===== src/rtl/load_store_unit.sv =====
// Load/store unit: CPU word/byte accesses to a single-port word memory, byte stores via read-modify-write.
// Latency: response 1 cycle after accept for errors, 2 for loads/word stores, 3 for byte stores.
// Backpressure: reqReady only in IDLE; one request in flight; response is a pulse with no backpressure.
module load_store_unit #(
   parameter int MEM_WORDS = 64
) (
   input  logic        clk,
   input  logic        resetN,
   input  logic        reqValid,
   output logic        reqReady,
   input  logic        reqWrite,
   input  logic        reqByte,
   input  logic [31:0] reqAddr,
   input  logic [31:0] reqWriteData,
   output logic        rspValid,
   output logic [31:0] rspReadData,
   output logic        rspError,
   output logic        memWriteEnable,
   output logic [31:0] memAdress,
   output logic [31:0] memWriteData,
   input  logic [31:0] memReadData
);

   localparam int AW = $clog2(MEM_WORDS);

   localparam logic [1:0] IDLE  = 2'd0;
   localparam logic [1:0] READ  = 2'd1;
   localparam logic [1:0] WRITE = 2'd2;
   localparam logic [1:0] RESP  = 2'd3;

   logic [1:0]    state_q, state_d;
   logic          write_q;
   logic          byte_q;
   logic          err_q;
   logic [AW+1:0] addr_q;
   logic [31:0]   wdata_q;
   logic [31:0]   rdata_q;

   logic          accept;
   logic          req_err;
   logic [31:0]   merged_word;
   logic [7:0]    lane_byte;

   assign reqReady = (state_q == IDLE) && resetN;
   assign accept   = reqValid && reqReady;

   // Out of range when any address bit above the memory span is set; word accesses must be aligned.
   assign req_err = (|reqAddr[31:AW+2]) || (!reqByte && (reqAddr[1:0] != 2'b00));

   // Next-state selection; byte stores take the READ detour to fetch the word being patched.
   always_comb begin
      state_d = state_q;
      case (state_q)
         IDLE: begin
            if (accept) begin
               if (req_err)                    state_d = RESP;
               else if (reqWrite && !reqByte)  state_d = WRITE;
               else                            state_d = READ;
            end
         end
         READ:    state_d = (write_q && byte_q) ? WRITE : RESP;
         WRITE:   state_d = RESP;
         default: state_d = IDLE;
      endcase
   end

   // State, request capture at acceptance and read-word capture in READ.
   always_ff @(posedge clk) begin
      if (!resetN) begin
         state_q <= IDLE;
         write_q <= 1'b0;
         byte_q  <= 1'b0;
         err_q   <= 1'b0;
         addr_q  <= '0;
         wdata_q <= '0;
         rdata_q <= '0;
      end else begin
         state_q <= state_d;
         if (accept) begin
            write_q <= reqWrite;
            byte_q  <= reqByte;
            err_q   <= req_err;
            addr_q  <= reqAddr[AW+1:0];
            wdata_q <= reqWriteData;
         end
         if (state_q == READ) begin
            rdata_q <= memReadData;
         end
      end
   end

   // Little-endian lane patch of the fetched word and lane extraction for byte loads.
   always_comb begin
      merged_word = rdata_q;
      lane_byte   = rdata_q[7:0];
      case (addr_q[1:0])
         2'd0: begin merged_word[7:0]   = wdata_q[7:0]; lane_byte = rdata_q[7:0];   end
         2'd1: begin merged_word[15:8]  = wdata_q[7:0]; lane_byte = rdata_q[15:8];  end
         2'd2: begin merged_word[23:16] = wdata_q[7:0]; lane_byte = rdata_q[23:16]; end
         default: begin merged_word[31:24] = wdata_q[7:0]; lane_byte = rdata_q[31:24]; end
      endcase
   end

   assign memAdress      = (state_q != IDLE) ? {{(32-AW){1'b0}}, addr_q[AW+1:2]} : 32'd0;
   assign memWriteEnable = (state_q == WRITE) && resetN;
   assign memWriteData   = (state_q != WRITE) ? 32'd0 : (byte_q ? merged_word : wdata_q);

   assign rspValid = (state_q == RESP);
   assign rspError = (state_q == RESP) && err_q;

   // Load data only for successful loads; stores and errors answer with zero.
   always_comb begin
      rspReadData = 32'd0;
      if ((state_q == RESP) && !err_q && !write_q) begin
         rspReadData = byte_q ? {24'd0, lane_byte} : rdata_q;
      end
   end

endmodule


===== config.mk =====
export PLATFORM = sky130hd
export DESIGN_NAME = load_store_unit
export DESIGN_NICKNAME = d
export VERILOG_FILES = /design/src/rtl/load_store_unit.sv
export SDC_FILE = /design/constraint.sdc
export NUM_CORES = 1
export LEC_CHECK = 0
export BUFFER_PORTS_ARGS = -buffer_cell sky130_fd_sc_hd__buf_2
export CAP_MARGIN = 20
export CORE_UTILIZATION = 43
export DETAILED_ROUTE_END_ITERATION = 7
export PLACE_DENSITY = 0.84
export SLEW_MARGIN = 20
export SYNTH_ARGS = -nofsm -noshare
export SYNTH_HDL_FRONTEND = slang
export SYNTH_SLANG_ARGS = --single-unit

===== constraint.sdc =====
create_clock -name clk -period 1.45 [get_ports clk]
set_input_delay 0.2175 -clock clk [delete_from_list [all_inputs] [get_ports clk]]
set_output_delay 0.2175 -clock clk [all_outputs]
set_load 0.02 [all_outputs]

**Word-level counts from Yosys, hierarchy flattened**

Cells that the tools add are included.

- Register bits after elaboration: 77
- Input bits: 101
- Output and inout port bits: 100

- Equality and inequality tests: 7
- Muxes and demuxes: 15
- Reduce and logical (&&, ||, !) cells: 19

Operator list:

| cell | count |
|---|---|
| two-way mux 32 bit | 4 |
| two-way mux 8 bit | 4 |
| case mux 8 bit (3 select lines) | 1 |
| OR reduction 24 bit | 1 |
| logical AND 1 bit | 9 |
| == test 2 bit, second input constant | 3 |
| two-way mux 2 bit | 3 |
| two-way mux 6 bit | 1 |
| case mux 2 bit (3 select lines) | 1 |
| == test 2 x 1 -> 1 bit, second input constant | 2 |
| logical NOT 2 bit | 2 |
| != test 2 bit, second input constant | 2 |
| nonzero test 2 bit | 2 |
| logical NOT 1 bit | 3 |
| OR reduction 3 bit | 1 |
| logical OR 1 bit | 1 |
| two-way mux 1 bit | 1 |

**Logic depth before layout (Yosys ltp)**

Gate-level depths: netlist (run 1).

- Depth in word-level cells: 6
- Mapped depth: 8

**Least setup slack after synthesis (run 1)**

No wires, ideal clock.

- Path kind: register to output
- From: register state_q[0]
- To: output rspReadData[0]
- Arrival: 1.699 ns
- Path slack: -0.467 ns
- Cell stages (with the launch flop): 4
- Cell sequence: dfxtp_1 ha_1 nand2_2 a2111oi_1

- Longest elaborated chain between the ends: 4

Ends and longest elaborated chain:

| item | line | RTL |
|---|---|---|
| start: declaration | 31 | `logic [1:0] state_q, state_d;` |
| start signal: assignment | 78 | `state_q <= state_d;` |
| == test 2 bit | - |  |
| named net rspValid | 15 | `output logic rspValid,` |
| logical AND 1 bit (2 in series) | 114 | `if ((state_q == RESP) && !err_q && !write_q) begin` |
| two-way mux 32 bit | 114 |  |
| end: declaration | 16 | `output logic [31:0] rspReadData,` |

The timed path passes the listed nets, and every way through them passes these cells.

**Worst setup path in the final report (run 1)**

- From: register state_q[0]
- To: output memWriteData[7]

- Longest elaborated chain between the ends: 2

Ends and longest elaborated chain:

| item | line | RTL |
|---|---|---|
| != test 2 bit | 106 | `assign memWriteData = (state_q != WRITE) ? 32'd0 : (byte_q ? merged_word : wdata_q);` |
| two-way mux 32 bit | 106 |  |
| end: declaration | 20 | `output logic [31:0] memWriteData,` |

Every way passes these cells.

==> results of run 1 <==
layer usage:
| layer | global-route usage [%] | up-vias | share of wire, % | wire length, um |
|---|---|---|---|---|
| li1 | - | 2316 | - | - |
| met1 | 35.80 | 2487 | 34 | 7167 |
| met2 | 49.08 | 429 | 47 | 9836 |
| met3 | 8.669 | 136 | 12 | 2550 |
| met4 | 14.95 | 0 | 6.1 | 1267 |
| met5 | 0 | - | 0 | 0 |
flip-flops by register name, summed over array words and instances (netlist names):
signal	count
addr_q	8
byte_q	1
err_q	1
rdata_q	32
state_q	2
wdata_q	32
write_q	1
power by group:
group / internal, uW / leakage, uW / switching [uW]
clock network: 846 / 0.0000995 / 863
registers: 2590 / 0.000634 / 627
logic: 2820 / 0.00279 / 2820
worst max-delay path: cells and delay by family (launching register included):
kind            cells  cell delay (ns)
buf+inv             4             0.51
flops               1             0.37
compound gates      1             0.28
fa+ha+maj           1             0.23
Yosys cell counts, types with 2 or more instances:
| master | n | share of area [%] |
|---|---|---|
| buf_6 | 6 | 1.5 |
| a21oi_1 | 2 | 0.23 |
| o21a_1 | 9 | 1.5 |
| a2111oi_1 | 6 | 1.4 |
| nand2_1 | 128 | 11 |
| o21ai_0 | 43 | 4.9 |
| buf_4 | 31 | 5.3 |
| and2_1 | 27 | 3.8 |
| nor2b_1 | 7 | 0.99 |
| a21boi_1 | 8 | 1.4 |
| nor4_1 | 6 | 0.85 |
| nand2b_1 | 3 | 0.43 |
| buf_2 | 15 | 1.7 |
| o211a_1 | 24 | 5.4 |
| ha_1 | 4 | 1.1 |
| dfxtp_1 | 77 | 35 |
| mux2i_1 | 48 | 11 |
| nor3_1 | 3 | 0.34 |
| a221oi_1 | 8 | 1.6 |
| nor2_1 | 52 | 4.4 |
| nand3_1 | 16 | 1.8 |
| inv_1 | 2 | 0.17 |
| o22ai_1 | 2 | 0.28 |
| a2111oi_2 | 2 | 0.68 |
| clkbuf_1 | 17 | 1.4 |
timing repair:
item / in CTS / in global routing
gates cloned: 4 / 15
setup buffers: 8 / 13
gates resized for setup: 160 / 186
setup endpoints to repair: 73 / 99
pin swaps: 24 / 58
worst max path at each step:
| stage | start | endpoint | slack [ns] | depth (start not counted) |
|---|---|---|---|---|
| 6_report | state_q[0]$_SDFFE_PN0P_ | memWriteData[7] | -0.54 | 6 |
| 3_5_place_dp | addr_q[0]$_SDFFE_PN0P_ | rspReadData[4] | -0.17 | 5 |
| 4_1_cts | addr_q[0]$_SDFFE_PN0P_ | rspReadData[3] | -0.39 | 5 |
| 2_1_floorplan | addr_q[1]$_SDFFE_PN0P_ | rspReadData[0] | -0.07 | 4 |
| 3_3_place_gp | addr_q[0]$_SDFFE_PN0P_ | rspReadData[3] | -0.14 | 5 |
| 5_1_grt | addr_q[1]$_SDFFE_PN0P_ | memWriteData[24] | -0.57 | 6 |
layout make-up:
type	instances	area share [%]
Antenna cell	1	0.03298
Clock buffer	11	1.863
Clock inverter	5	0.7916
Inverter	3	0.2474
Multi-Input combinational cell	436	42.56
Sequential cell	77	20.58
Tap cell	133	2.193
Timing Repair Buffer	258	31.73
kinds of logic after synthesis:
family | after synthesis
other cells | 1
compound gates | 107
mux | 48
simple gates | 249
buf+inv | 73
flops | 77
fa+ha+maj | 4
through the flow:
step / util (%) / setup TNS [ns]
floorplan: - / -0.2297
global route: 76.89 / -40.15
global placement: 58.27 / -2.576
CTS: 67.29 / -23.87
finish: 76.92 / -34.21
detailed placement: 58.27 / -2.605
==> metrics.md, run 1 <==
| Metric | Value |
|---|---|
| Synth Area in Compound Gates | 17.92% |
| Drt wl/cell | between 20 and 25 um |
| DP Worst Slack | -0.1678 ns |
| Most frequent cells in the layout | buf_2 (108), nand2_1 (99), buf_6 (82) |
| Final hold vios | 0 |
| Hold WS | between 0.04 and 0.05 ns |
| Min-Delay Path Class | in2reg |
| Post-cts hold buffer count | 0 |
| Arrival time at the worst endpoint | between 1.5 and 2 ns |
| Worst path slowest cell | dfxtp_4 |
| Worst VDD drop | 0.7094 mV |
| Final period utilization | 137.0% |
| Worst-skew pair later-pin latency | around 0.36 ns |
| Post-Place Cells | a little under 900 |
| Core area | 9864 um^2 |
| Commonest non-fill, non-tap cell in the layout | buf_2 |
| YS warnings | 0 |
| I/O Pins | around 200 |
| Total CTS buffers | 9 |
| Vias after detailed routing | around 5,400 |
| Via/cell ratio | between 5 and 6 |
| Mux cell area share after synthesis | between 10 and 15% |
| Max frequency | just over 0.5 GHz |
| H-tree Lvls | 3 |
| Worst Setup Path Type | reg2out |
| Clk buf depth | 2 |
| Post-synthesis adder-cell area fraction | ~1.1% |
| Hold depth | 3 |
| Yosys reg bits | 77 |
| Total grt overflow | 0 |
| Post-Route WL | 20,820 um |
| Die width | a little over 100 um |
| Vias in the first global route | ~4,600 |
| Worst R2R Start | state_q[0]$_SDFFE_PN0P_ |
| CP endpoint kind | primary output |
| Worst Hold End | wdata_q[1]$_SDFFE_PN0P_ |
| Dpl hpwl | approximately 10,000 um |
| Max-Cap Viols | 0 |
| TritonCTS clock tree | built |
| Synthesized area | 4412 um^2 |
| Post-synth cell types | 38 |
| Final ANT Viol Nets | 0 |
| Hold path startpoint | reqWriteData[1] |
| First-pass GRT wire length | roughly 24,000 um |
| R2R depth | 8 |
| Failing checks | negative setup slack |
| Clock Skew | 0.008362 ns |
| Setup slack, reg-to-reg | -0.21 ns |
| Iteration count of the initial detailed-routing pass | 6 |
| Post-Layout Inst Area | about 7600 um^2 |
| Xor/xnor cell area share of the yosys netlist | 0% |
| Post-synth EDFFs | 0 |
| Post-synthesis simple-gate area fraction | 24.73% |
| Starting Density | between 40 and 50% |
| Finished Layout Cells | roughly 920 |
| Final worst slack | -0.5369 ns |
| Worst path cell trace | buf_6 > clkinv_4 > ha_4 > buf_6 > a21boi_4 > buf_6 |
| Main flop type after synthesis | dfxtp_1 |
| Fillers | between 500 and 600 |
| FP Rows | 36 |
| Status | complete, but fails checks |
| Power density cells | ~1400 nW/um^2 |
| Synth async-reset ratio | 0% |
| Unrepaired setup endpoints after global routing | true |
| Die Span Y | slightly above 100 um |
| Register area share after synthesis | about a third |
| Lkg Pwr | about 0.0035 uW |
| Die area | between 10,000 and 15,000 um^2 |
| Max-slew violation count | 0 |
| DRC | 0 |
| Reg clk slew, reported paths | around 0.090 ns |
| Initial antenna violation count | 0 |
| Final setup fails | 143 |
| Largest family of logic cells by synthesized area | simple AND/OR/NAND/NOR gates |
| Total power | 10,560 uW |
| Share of cells above drive strength 1 | 51.14% |
| Seq. cell area | roughly 1600 um^2 |
| Reg2reg end | state_q[0]$_SDFFE_PN0P_ |
| Overall routing resource usage | 29.91% |
| Dpl cell area | roughly 5700 um^2 |
| PortBufs | roughly 170 |
| CTS sink cnt | 77 |
| Layout area overhead | 71.98% |
| CP max FO | 8 |
| Setup crit start kind | flip-flop |
| Footprint of the multi-input gates | about 3200 um^2 |
| Critical path data required time | between 1 and 1.5 ns |
| Routability cong. | 0.9096 |
| Root Buffer | clkbuf_8 |
| Tmin final | 1.987 ns |
| Max incr delay on CP | between 0.3 and 0.4 ns |
| Syn Area/Cell | around 7.9 um^2 |
| Synth Instances | between 500 and 600 |
| Iteration-0 DRC Markers | slightly below 500 |
| Critical Path Most Common Cell | buf_6 |
| Largest net degree at the start of global routing | 56 |
| Nets@finish | just under 900 |
No activity file was read; power rests on OpenSTA's default activity.
==> run 2, diff against run 1 <==
- CORE_UTILIZATION: 43 -> 32
- PLACE_DENSITY: 0.84 -> 0.67
==> run 2 against run 1 <==
  * The run still ends with negative setup slack left
  * Via count decreased by 10%
  * Sequential cell count unchanged
  * Clock-buffer cell count decreased by 1
  * Critical path depth unchanged
  * Critical endpoint is now memWriteData[14]
  * Largest power group unchanged
==> metrics.md, run 2 (same netlist as run 1, synthesis figures left out) <==
| Metric | Value |
|---|---|
| Status | complete, but fails checks |
| Failing checks | negative setup slack |
| Min-Delay Path Class | in2reg |
| Worst path slowest cell | dfxtp_4 |
| FP Rows | 42 (+17%) |
| Starting Density | 33.05% (-12 points) |
| DRC | 0 (unchanged) |
| Seq. cell area | 1560 um^2 (about the same) |
| Worst VDD drop | 0.8867 mV (+25%) |
| Iteration-0 DRC Markers | 231 (-53%) |
| Final period utilization | 130.1% (-6.9 points) |
| Nets@finish | 886 (-0.45%) |
| Footprint of the multi-input gates | 3313 um^2 (+2.6%) |
| H-tree Lvls | 3 (unchanged) |
| Vias after detailed routing | 4,806 (-10%) |
| Setup_tns | -27.39 ns (+6.814 ns) |
| Largest net degree at the start of global routing | 67 (+20%) |
| Initial antenna violation count | 0 (unchanged) |
| Unrepaired setup endpoints after global routing | true |
| First-pass GRT wire length | 23,940 um (+0.84%) |
| Worst Setup Path Type | reg2out |
| Vias in the first global route | 4,503 (-2.2%) |
| Lkg Pwr | 0.003633 uW (+3.1%) |
| Share of cells above drive strength 1 | 53.44% (+2.3 points) |
| Setup slack, reg-to-reg | -0.16 ns (+0.05 ns) |
| Top Registers | rdata_q: 32 flops, wdata_q: 32 flops, addr_q: 8 flops |
| Reg clk slew, reported paths | 0.06 ns (-0.03 ns) |
| Drt wl/cell | 18.50 um (-18%) |
| Root Buffer | clkbuf_16 |
| Arrival time at the worst endpoint | 1.67 ns (-0.10 ns) |
| Max-slew violation count | 0 (unchanged) |
| Final ANT Viol Nets | 0 (unchanged) |
| Dpl hpwl | 10,810 um (+5.4%) |
| TritonCTS clock tree | built |
| Critical Path Most Common Cell | buf_6 |
| Total CTS buffers | 9 (unchanged) |
| Commonest non-fill, non-tap cell in the layout | buf_2 |
| Max incr delay on CP | 0.42 ns (+0.05 ns) |
| Via/cell ratio | 5.006 (-14%) |
| Die Span Y | 119.4 um (+16%) |
| Clock Skew | 0.004257 ns (-0.004105 ns) |
| Overall routing resource usage | 21.98% (-7.9 points) |
| Fillers | 1,135 (+92%) |
| Most frequent cells in the layout | buf_2 (102), nand2_1 (84), buf_6 (76) |
| I/O Pins | 201 (unchanged) |
| Post-Route WL | 17,760 um (-15%) |
| Post-cts hold buffer count | 0 (unchanged) |
| Max-Cap Viols | 0 (unchanged) |
| PortBufs | 174 (unchanged) |
| Number of diodes | 0 (-1) |
| Worst path cell trace | nand2b_4 > buf_6 > mux2i_1 > nand2_1 > o211a_1 > buf_6 |
| CP max FO | 6 (-2) |
| Setup crit start kind | flip-flop |
| Routability cong. | 0.8797 (-3.3%) |
| Max frequency | 0.5299 GHz (+5.3%) |
| Worst-skew pair later-pin latency | 0.34 ns (-0.02 ns) |
| CP endpoint kind | primary output |
| Tmin final | 1.887 ns (-0.09980 ns) |
| Critical path data required time | 1.23 ns (about the same) |
| Final setup fails | 111 (-22%) |
| Final worst slack | -0.4371 ns (+0.09980 ns) |
| Power density cells | 1376 nW/um^2 (-1.1%) |
| Die width | 119.4 um (+16%) |
| CTS sink cnt | 77 (unchanged) |
| Clk buf depth | 2 (unchanged) |
| DP Worst Slack | -0.1582 ns (+0.009614 ns) |
| Total grt overflow | 0 (unchanged) |
| Iteration count of the initial detailed-routing pass | 5 (-1) |
| Final hold vios | 0 (unchanged) |
| Core area | 13,350 um^2 (+35%) |
| Layout area overhead | 76.38% |
| Die area | 14,260 um^2 (+34%) |
-- run 2: changes by cell type in the layout (fill, tap and decap cells not counted), sizes merged --
cell,before,now
diode,1,0
and3,2,1
clkinv,5,3
clkinvlp,1,2
buf,247,245
clkbuf,22,20
-- run 2: through the flow --
step                total power (uW)  instances  instance area (um^2)  hold slack, ns  util, %
floorplan                       5212        584                  4683          0.3261        -
global placement                6428        912                  5802          0.4121    43.47
detailed placement              6475        912                  5802          0.4175    43.47
CTS                             9566        932                  6918         0.05819    51.83
global route                   11150        960                  7781         0.07826    58.30
finish                         10710        960                  7781         0.06892    58.30
-- run 2: cell type report --
| cell class | instances | area share, % |
|---|---|---|
| tap | 176 | 2.830 |
| sequential | 77 | 20.05 |
| multi-input combinational | 435 | 42.58 |
| timing repair buffer | 255 | 30.49 |
| clock inverter | 4 | 0.6432 |
| clock buffer | 10 | 3.071 |
| inverter | 3 | 0.3377 |
-- run 2: final timing paths --
check	from	endpoint	depth (start not counted)
worst min register to register	wdata_q[19]$_SDFFE_PN0P_	wdata_q[19]$_SDFFE_PN0P_	2
worst max-delay path	addr_q[1]$_SDFFE_PN0P_	memWriteData[14]	6
worst max register to register	state_q[0]$_SDFFE_PN0P_	wdata_q[11]$_SDFFE_PN0P_	10
worst min-delay path	reqAddr[2]	addr_q[2]$_SDFFE_PN0P_	3
-- run 2: worst max-delay path: cells and delay by family, from the launching register on --
family / cells / cell delay (ns)
AND/OR/NAND/NOR: 2 / 0.25
buffers and inverters: 2 / 0.27
AO/OA/AOI/OAI: 1 / 0.13
flip-flops: 1 / 0.42
multiplexers: 1 / 0.26
-- run 2: repair_timing --
item | in CTS | in global routing
pin swaps | 42 | 59
cloned | 3 | 15
gates resized for setup | 212 | 165
setup endpoints to repair | 74 | 127
setup buffers | 4 | 15
-- run 2: power breakdown --
| group | leakage, uW | internal (uW) | switching [uW] |
|---|---|---|---|
| Clock | 0.000136 | 1360 | 896 |
| Combinational | 0.00286 | 2680 | 2640 |
| Sequential | 0.000634 | 2590 | 543 |
-- run 2: metal layers --
| layer | part of all wire, % | wire length [um] | track usage (%) |
|---|---|---|---|
| met5 | 0 | 0 | 0 |
| met1 | 43 | 7556 | 27.52 |
| met2 | 50 | 8968 | 37.06 |
| met4 | 2.0 | 363 | 7.031 |
| met3 | 4.9 | 872 | 5.172 |
==> run 3, diff against run 2 <==
- CORE_UTILIZATION: 32 -> 43
- CTS_CLUSTER_DIAMETER: unset -> 80
- PLACE_DENSITY: 0.67 -> 0.84
- SETUP_SLACK_MARGIN: unset -> 0.02
==> run 3 against run 2 <==
  * The flow still finishes with violations (negative setup slack)
  * Sequential power increased by 4%
  * Setup slack got worse by 0.71 ns
  * First-iteration DRC count increased to 2.8 times the previous value
  * Critical path depth increased by 1
  * Routed wire length increased by 19%
  * Register-to-register slack about the same
  * Critical path type unchanged
==> metrics.md, run 3 (same netlist as run 1, synthesis figures left out) <==
| Metric | Value |
|---|---|
| Status | complete, but fails checks |
| Failing checks | negative setup slack |
| Worst Hold End | wdata_q[17]$_SDFFE_PN0P_ |
| Finished Layout Cells | 925 (-3.6%) |
| Lkg Pwr | 0.003531 uW (-2.8%) |
| CP endpoint kind | primary output |
| R2R depth | 7 (-3) |
| Final period utilization | 179.1% (+49 points) |
| Min-Delay Path Class | in2reg |
| DP Worst Slack | -0.2594 ns (-0.1012 ns) |
| Arrival time at the worst endpoint | 2.38 ns (+0.71 ns) |
| Max-slew violation count | 0 (unchanged) |
| Setup crit start kind | flip-flop |
| TritonCTS clock tree | built |
| Die Span Y | 103.3 um (-14%) |
| Iteration-0 DRC Markers | 651 (+180%) |
| Total CTS buffers | 9 (unchanged) |
| Share of cells above drive strength 1 | 53.41% (about the same) |
| Top Registers | rdata_q: 32 flops, wdata_q: 32 flops, addr_q: 8 flops |
| Max frequency | 0.3850 GHz (-27%) |
| Final setup fails | 108 (-2.7%) |
| Metal-1 WL | 7441 um (-1.5%) |
| Number of diodes | 0 (unchanged) |
| Largest net degree at the start of global routing | 49 (-27%) |
| Worst Setup Path Type | reg2out |
| Commonest non-fill, non-tap cell in the layout | buf_2 |
| Met2 WL | 9883 um (+10%) |
| Slew @ Worst Pin | about 0.72 ns |
| Relative slew slack | between 50% and 60% |
| Hold depth | 3 (unchanged) |
| I/O Pins | 201 (unchanged) |
| Root Buffer | clkbuf_8 |
| Die width | 103.3 um (-14%) |
| Post-Route WL | 21,070 um (+19%) |
| Starting Density | 44.72% (+12 points) |
| Initial antenna violation count | 1 (+1) |
| Drt wl/cell | 22.77 um (+23%) |
| Final ANT Viol Nets | 0 (unchanged) |
| Final worst slack | -1.147 ns (-0.7101 ns) |
| Total grt overflow | 0 (unchanged) |
| Via/cell ratio | 5.786 (+16%) |
| Worst-skew pair later-pin latency | 0.37 ns (+0.03 ns) |
| Setup slack, reg-to-reg | -0.15 ns (about the same) |
| Clk buf depth | 2 (unchanged) |
| DRC | 0 (unchanged) |
| Reg2reg end | rdata_q[0]$_SDFFE_PN0P_ |
| Hold path startpoint | reqWriteData[17] |
| Tmin final | 2.597 ns (+0.7101 ns) |
| CTS sink cnt | 77 (unchanged) |
| Final hold vios | 0 (unchanged) |
| Fillers | 559 (-51%) |
| Max-Cap Viols | 0 (unchanged) |
| Overall routing resource usage | 31.22% (+9.2 points) |
| First-pass GRT wire length | 24,700 um (+3.2%) |
| Clock Skew | 0.008831 ns (+0.004575 ns) |
| Top Metal Used | met5 |
| Unrepaired setup endpoints after global routing | true |
| Routability cong. | 0.8936 (+1.6%) |
| Most frequent cells in the layout | buf_2 (102), nand2_1 (87), buf_6 (77) |
| Vias in the first global route | 4,683 (+4.0%) |
| Total power | 10,430 uW (-2.6%) |
| Power density cells | 1359 nW/um^2 (-1.3%) |
| Layout area overhead | 74.02% |
| Critical path data required time | 1.23 ns (about the same) |
| Reg clk slew, reported paths | 0.08 ns (+0.02 ns) |
| CP max FO | 10 (+4) |
| H-tree Lvls | 3 (unchanged) |
| CP Launch Point | addr_q[0]$_SDFFE_PN0P_ |
| Die area | 10,670 um^2 (-25%) |
| Post-Place Cells | 868 (-4.8%) |
| Vias after detailed routing | 5,352 (+11%) |
| Dpl hpwl | 10,450 um (-3.3%) |
| DR WL met3 | 2297 um (+160%) |
| Worst R2R Start | state_q[1]$_SDFFE_PN0P_ |
| PortBufs | 174 (unchanged) |
| Iteration count of the initial detailed-routing pass | 7 (+2) |
| Nets@finish | 893 (+0.79%) |
| Worst VDD drop | 0.6920 mV (-22%) |
| Core area | 9864 um^2 (-26%) |
| FP Rows | 36 (-14%) |
-- run 3: changes by cell type in the layout (fill, tap and decap cells not counted), sizes merged --
cell and change:
clkinv +1, o21ai +1, clkinvlp -1, clkbuf -2, buf +9
-- run 3: area by class of cell --
| cell class | count | area, um^2 | share of cell area [%] |
|---|---|---|---|
| clock inverters | 4 | 47.55 | 0.6193 |
| flip-flops and latches | 77 | 1560 | 20.32 |
| inverters | 3 | 16.27 | 0.2119 |
| multi-input cells | 436 | 3322 | 43.27 |
| clock buffers | 11 | 151.4 | 1.972 |
| repair buffers | 261 | 2414 | 31.44 |
| well taps | 133 | 166.4 | 2.168 |
-- run 3: power breakdown --
part	switching [uW]	leakage [uW]	total (uW)	internal (uW)
sequential	676	0.000634	3260	2580
clock	870	0.000101	1750	875
combinational	2790	0.00280	5420	2640
total	4330	0.00353	10400	6100
-- run 3: critical path, stage by stage, from the launching register on --
cell	delay (ns)
dfxtp_4	0.38
buf_12	0.12
buf_8	0.12
buf_4	0.11
o21a_1	0.30
a221oi_2	0.17
a2111oi_2	0.52
buf_2	0.29
-- run 3: how the worst max path moves through the flow --
stage,endpoint,cells past startpoint
detailed placement,rspReadData[3],5
CTS,memWriteData[22],7
finish,rspReadData[5],7
global route,rspReadData[5],7
floorplan,rspReadData[3],4
global placement,rspReadData[3],5
-- run 3: layer usage --
metal | up-vias | GRT usage (%)
li1 | 2313 | -
met1 | 2535 | 34.34
met2 | 376 | 50.46
met3 | 120 | 12.37
met4 | 8 | 19.83
met5 | - | 0
-- run 3: through the flow --
| step | util [%] | instance area (um^2) | hold WS (ns) | TNS [ns] |
|---|---|---|---|---|
| 2_1_floorplan | - | 4748 | 0.3261 | -0.2297 |
| 3_3_place_gp | 59.18 | 5838 | 0.4114 | -5.519 |
| 3_5_place_dp | 59.18 | 5838 | 0.4158 | -6.164 |
| 4_1_cts | 68.32 | 6739 | 0.04303 | -23.71 |
| 5_1_grt | 77.83 | 7677 | 0.04232 | -38.04 |
| 6_report | 77.83 | 7677 | 0.03848 | -32.82 |
-- run 3: repair_timing --
action,in CTS,in global routing
cloned,3,8
resized for setup,163,183
setup endpoints to repair,82,88
hold endpoints to repair,0,0
hold buffers,0,0
pin swaps,16,53
buffers inserted,8,23
